<file path="config.mk">
export PLATFORM = sky130hd
export DESIGN_NAME = sdf_bitrev_reorder
export DESIGN_NICKNAME = d
export VERILOG_FILES = /design/src/rtl/sdf_pkg.sv /design/src/rtl/sdf_reorder_bank.sv /design/src/rtl/sdf_bitrev_reorder.sv
export SDC_FILE = /design/constraint.sdc
export NUM_CORES = 2
export LEC_CHECK = 0
export ABC_AREA = 1
export CORE_MARGIN = 10
export CORE_UTILIZATION = 35
export CTS_BUF_LIST = sky130_fd_sc_hd__clkbuf_4 sky130_fd_sc_hd__clkbuf_8
export DETAILED_ROUTE_END_ITERATION = 6
export SLEW_MARGIN = 0
export SYNTH_ARGS = -nofsm -noshare
export SYNTH_HDL_FRONTEND = slang
export SYNTH_SLANG_ARGS = --single-unit
</file>
<file path="constraint.sdc">
create_clock -name clk -period 6.4 [get_ports clk]
set_clock_uncertainty 0.15 [all_clocks]
set_input_delay 0.96 -clock clk [delete_from_list [all_inputs] [get_ports clk]]
set_output_delay 0.96 -clock clk [all_outputs]
set_load 0.02 [all_outputs]
</file>
<file path="src/rtl/sdf_pkg.sv">
// Shared SDF pipeline definitions: default sizes and index helpers.
package sdf_pkg;

   localparam int unsigned DEFAULT_N          = 16;
   localparam int unsigned DEFAULT_DATA_WIDTH = 64;
   localparam int unsigned MAX_LOGN           = 16;
   localparam int unsigned MAX_LOGN_W         = 4;

   // Ceiling log2 for elaboration-time sizing.
   function automatic int unsigned clog2(input int unsigned value);
      int unsigned r;
      r = 0;
      for (int i = 0; i < 32; i++) begin
         if ((33'd1 << i) < 33'(value)) r = 32'(i + 1);
      end
      return r;
   endfunction

   // Reverses the low 'width' bits of idx; upper bits return zero.
   function automatic logic [MAX_LOGN-1:0] bitrev(input logic [MAX_LOGN-1:0] idx,
                                                  input int unsigned         width);
      logic [MAX_LOGN-1:0] r;
      r = '0;
      for (int i = 0; i < int'(MAX_LOGN); i++) begin
         if (i < int'(width)) r[MAX_LOGN_W'(i)] = idx[MAX_LOGN_W'(int'(width) - 1 - i)];
      end
      return r;
   endfunction

endpackage

</file>
<file path="src/rtl/sdf_reorder_bank.sv">
// One N-word reorder bank: synchronous write port, combinational read port.
module sdf_reorder_bank #(
   parameter int unsigned data_width = 64,
   parameter int unsigned N          = 16,
   parameter int unsigned LOGN       = 4
) (
   input  logic                  clk,
   input  logic                  we,
   input  logic [LOGN-1:0]       waddr,
   input  logic [data_width-1:0] wdata,
   input  logic [LOGN-1:0]       raddr,
   output logic [data_width-1:0] rdata
);

   logic [data_width-1:0] mem_q [N];

   always_ff @(posedge clk) begin
      if (we) mem_q[waddr] <= wdata;
   end

   assign rdata = mem_q[raddr];

endmodule

</file>
<file path="src/rtl/sdf_bitrev_reorder.sv">
// Ping-pong bit-reversal reorder buffer: absorbs bit-reversed frames from the
// last SDF stage and replays them in natural order, one sample per cycle.
module sdf_bitrev_reorder
   import sdf_pkg::*;
#(
   parameter int unsigned data_width = DEFAULT_DATA_WIDTH,
   parameter int unsigned N          = DEFAULT_N,
   parameter int unsigned LOGN       = clog2(N)
) (
   input  logic                  clk,
   input  logic                  rst_n,
   input  logic                  in_valid,
   input  logic [data_width-1:0] in_data,
   output logic                  out_valid,
   output logic [data_width-1:0] out_data,
   output logic                  out_last,
   output logic                  overflow
);

   localparam logic [LOGN-1:0] LAST_IDX = LOGN'(N - 1);

   logic [1:0]            bank_full_q, bank_full_d;
   logic                  wsel_q, wsel_d;
   logic                  rsel_q, rsel_d;
   logic [LOGN-1:0]       wr_cnt_q, wr_cnt_d;
   logic [LOGN-1:0]       rd_cnt_q, rd_cnt_d;
   logic                  out_valid_q, out_valid_d;
   logic                  out_last_q, out_last_d;
   logic                  overflow_q, overflow_d;
   logic [data_width-1:0] out_data_q, out_data_d;

   logic                  wr_accept;
   logic                  rd_go;
   logic [LOGN-1:0]       waddr;
   logic [data_width-1:0] rdata [2];

   assign wr_accept = in_valid && !bank_full_q[wsel_q];
   assign rd_go     = bank_full_q[rsel_q];
   assign waddr     = LOGN'(bitrev(MAX_LOGN'(wr_cnt_q), LOGN));

   for (genvar b = 0; b < 2; b++) begin : g_bank
      sdf_reorder_bank #(
         .data_width(data_width),
         .N         (N),
         .LOGN      (LOGN)
      ) u_bank (
         .clk  (clk),
         .we   (wr_accept && (wsel_q == 1'(b))),
         .waddr(waddr),
         .wdata(in_data),
         .raddr(rd_cnt_q),
         .rdata(rdata[b])
      );
   end

   // Writer fills one bank while the reader drains the other; a fill and a
   // drain completing on the same edge always touch different bank_full bits.
   always_comb begin
      bank_full_d = bank_full_q;
      wsel_d      = wsel_q;
      rsel_d      = rsel_q;
      wr_cnt_d    = wr_cnt_q;
      rd_cnt_d    = rd_cnt_q;
      out_data_d  = out_data_q;
      out_valid_d = 1'b0;
      out_last_d  = 1'b0;
      overflow_d  = overflow_q;

      if (in_valid && bank_full_q[wsel_q]) overflow_d = 1'b1;

      if (wr_accept) begin
         wr_cnt_d = wr_cnt_q + LOGN'(1);
         if (wr_cnt_q == LAST_IDX) begin
            wr_cnt_d            = '0;
            bank_full_d[wsel_q] = 1'b1;
            wsel_d              = !wsel_q;
         end
      end

      if (rd_go) begin
         out_data_d  = rdata[rsel_q];
         out_valid_d = 1'b1;
         out_last_d  = (rd_cnt_q == LAST_IDX);
         rd_cnt_d    = rd_cnt_q + LOGN'(1);
         if (rd_cnt_q == LAST_IDX) begin
            rd_cnt_d            = '0;
            bank_full_d[rsel_q] = 1'b0;
            rsel_d              = !rsel_q;
         end
      end
   end

   // rst_n is an active-high synchronous reset despite its name.
   always_ff @(posedge clk) begin
      if (rst_n) begin
         bank_full_q <= '0;
         wsel_q      <= 1'b0;
         rsel_q      <= 1'b0;
         wr_cnt_q    <= '0;
         rd_cnt_q    <= '0;
         out_data_q  <= '0;
         out_valid_q <= 1'b0;
         out_last_q  <= 1'b0;
         overflow_q  <= 1'b0;
      end else begin
         bank_full_q <= bank_full_d;
         wsel_q      <= wsel_d;
         rsel_q      <= rsel_d;
         wr_cnt_q    <= wr_cnt_d;
         rd_cnt_q    <= rd_cnt_d;
         out_data_q  <= out_data_d;
         out_valid_q <= out_valid_d;
         out_last_q  <= out_last_d;
         overflow_q  <= overflow_d;
      end
   end

   assign out_valid = out_valid_q;
   assign out_data  = out_data_q;
   assign out_last  = out_last_q;
   assign overflow  = overflow_q;

endmodule

</file>
==> results by group <==
STA
  – RSZ-0062 raised after global routing: no
  – Final Slew Violations: 0
  – Setup tns final: 0 ns
  – Rel. slew slack: 0.1216
  – Setup violators final: 0
  – Final Critical Period: 3.766 ns
  – Fin worst setup slack: 2.634 ns
  – Final period utilization: 0.5884
  – Slew @ Worst Pin: 1.318 ns
  – Final Hold Fails: 0
  – Max Clock Freq: 265.6 MHz

Floorplan
  – IO Pins: 134
  – Die W: 513.1 µm
  – Core Area: 0.2412 mm²
  – Initial Util: 0.3528
  – Die area: 0.2633 mm²
  – Die height: 513.1 µm
  – Std cell rows: 180

Synth
  – Netlist cell types: 27
  – Share of the synthesized area in the top cell type: 0.7227
  – Main flop type after synthesis: edfxtp_1
  – Top cells by instance count after synthesis: nand2_1, edfxtp_1, nand3_1, buf_2, inv_1
  – Post-synth ARST share: 0
  – Post-synthesis cell count: 7154
  – Most common cell in the synthesized netlist: nand2_1
  – FF+latch count, synth: 2131
  – Syn_nets: 7226
  – Mapped cell area: 0.08509 mm²
  – Syn Area/Cell: 11.89 µm²
  – Yosys Warn Count: 0
  – Register area share after synthesis: 0.7422
  – Post-synth EDFFs: 2048
  – Synth area leaders: edfxtp_1, nand3_1, nand2_1
  – Leading area contributor after synthesis: edfxtp_1

Clock network
  – Htree depth: 5
  – Postcts setup bufs: 0
  – Post-CTS Hold Buffers: 0
  – Worst skew pair latency: 1.04 ns
  – Clk slew on worst S/H paths: 0.06 ns
  – Clock sink count: 2131
  – CTS tree: yes
  – Clock root cell: clkbuf_8
  – Cts bufs inserted: 353
  – Post_cts resized: 0
  – Bufs on Longest Clock Path: 4

Setup path
  – Critical-path cell list: buf_4 -> buf_4 -> nand3_1 -> nand3_1 -> nand3_1 -> nand3_1 -> nand3_1 -> nand2_1 -> inv_1
  – CP required: 7.15 ns
  – Worst Path Buf+Inv: 3
  – Critical path arrival: 4.52 ns
  – Critical path startpoint category: flip-flop
  – Most repeated library cell on the critical path: nand3_1
  – CP max FO: 65
  – Slowest stage cell on the critical path: dfxtp_4
  – Delay-heaviest family, CP: buffers and inverters
  – Critical path class: reg -> reg
  – Worst setup EP type: flip-flop
  – Max stage delay on crit path: 0.85 ns

Placement
  – Dpl hpwl: 123300 µm
  – PortBufs: 133
  – Placed cell count: 10151
  – RePlAce Congestion: 0.7944
  – Placement Setup Slack: 1.791 ns

Worst hold path
  – Worst Hold Class: in -> reg

Routing
  – Via count: 56135
  – Routed len/inst: 22.59 µm
  – Via density: 5.206
  – Drt drc: 0
  – Drt initial violations: 6189
  – ANT nets after route: 0
  – DRT Pass-1 Iters: 6
  – WL final: 243600 µm

Global routing
  – Antenna violations before repair: 11
  – Largest net degree at the start of global routing: 198
  – Overall routing resource usage: 0.1777
  – Vias in the first global route: 54244
  – Grt ovf: 0
  – First-pass GRT wire length: 360500 µm

Power and ir drop
  – Pleak: 34.39 nW
  – Pwr/cell area: 286.6 mW/mm²
  – Total Power: 27.72 mW
  – VDD IR-drop max: 0.1778 mV

Final layout
  – FF/Latch Area: 0.06318 mm²
  – Fin cells: 10782
  – Multi-input gate area: 0.01916 mm²
  – Final layout net count: 7394
  – Final Core Density: 0.4010
  – Layout area overhead: 13.68%
  – Layout cell share with drive strength beyond 1: 0.1000
  – Layout fillers: 22591

Status
  – Status: finished clean

Job
  – Max-cap viol count: 0
registers in the layout, indices dropped and copies added (netlist names), named ones only:
register,count
rd_cnt_q,4
out_last,1
wr_cnt_q,4
bank_full_q,2
rsel_q,1
out_data,64
wsel_q,1
g_bank.u_bank.mem_q,2048
overflow,1
out_valid,1
worst paths after layout:
path / startpoint / cells after the start / slack, ns / endpoint
worst max-delay path: flip-flop / 9 / 2.63 / out_data[23]$_SDFFE_PP0P_
worst min-delay path: in_data[17] / 1 / 0.36 / g_bank[0].u_bank.mem_q[9][17]$_DFFE_PP_
worst max register to register: flip-flop / 9 / 2.63 / out_data[23]$_SDFFE_PP0P_
worst min register to register: wr_cnt_q[0]$_SDFFE_PP0N_ / 2 / 0.37 / wr_cnt_q[0]$_SDFFE_PP0N_
layer usage:
layer,track usage,wire length (µm),part of all wire
met2,0.2875,115700,0.48
met5,0,0,0
met1,0.2403,101300,0.42
met3,0.03547,19720,0.081
met4,0.05715,6817,0.028
cell type report:
type                            count  share of cell area
Antenna cell                        7           0.0001811
Clock buffer                      513             0.06413
Clock inverter                    110            0.006661
Inverter                          206            0.008395
Multi-Input combinational cell   4353              0.1981
Sequential cell                  2131              0.6531
Tap cell                         3185             0.04120
Timing Repair Buffer              277             0.02822
through the flow:
stage / hold slack (ns) / cell area [µm²]
floorplan: 0.3232 / 85090
detailed placement: 0.3534 / 89850
finish: 0.3564 / 96730
global placement: 0.3504 / 89850
global route: 0.3101 / 96730
CTS: 0.2709 / 96690
layout by cell type, fill, tap and decap left out, drive strengths merged, types with 4 or more instances in the layout:
cell type and count:
a21oi 22, buf 153, bufinv 6, clkbuf 513
clkdlybuf4s50 124, clkinv 98, clkinvlp 4, dfxtp 83
diode 7, edfxtp 2048, ha 5, inv 208
nand2 2249, nand3 1814, nor2 118, nor3 10
o211ai 17, o21ai 113
report_power, final:
part	internal (mW)	switching (mW)
clock	6.44	5.40
combinational	0.115	0.395
sequential	15.4	0.0161
total	21.9	5.81
kinds of logic (layout without fill, tap and decap cells):
group	count (synthesis)	count (layout)	share of synthesized area
AND/OR/NAND/NOR	4193	4193	0.2120
flip-flops	2131	2131	0.7422
buffers and inverters	670	1106	0.03524
AO/OA/AOI/OAI	155	155	0.009807
adder cells (fa/ha/maj)	5	5	0.0007352
other	0	7	0
No activity file was read; power rests on OpenSTA's default activity.
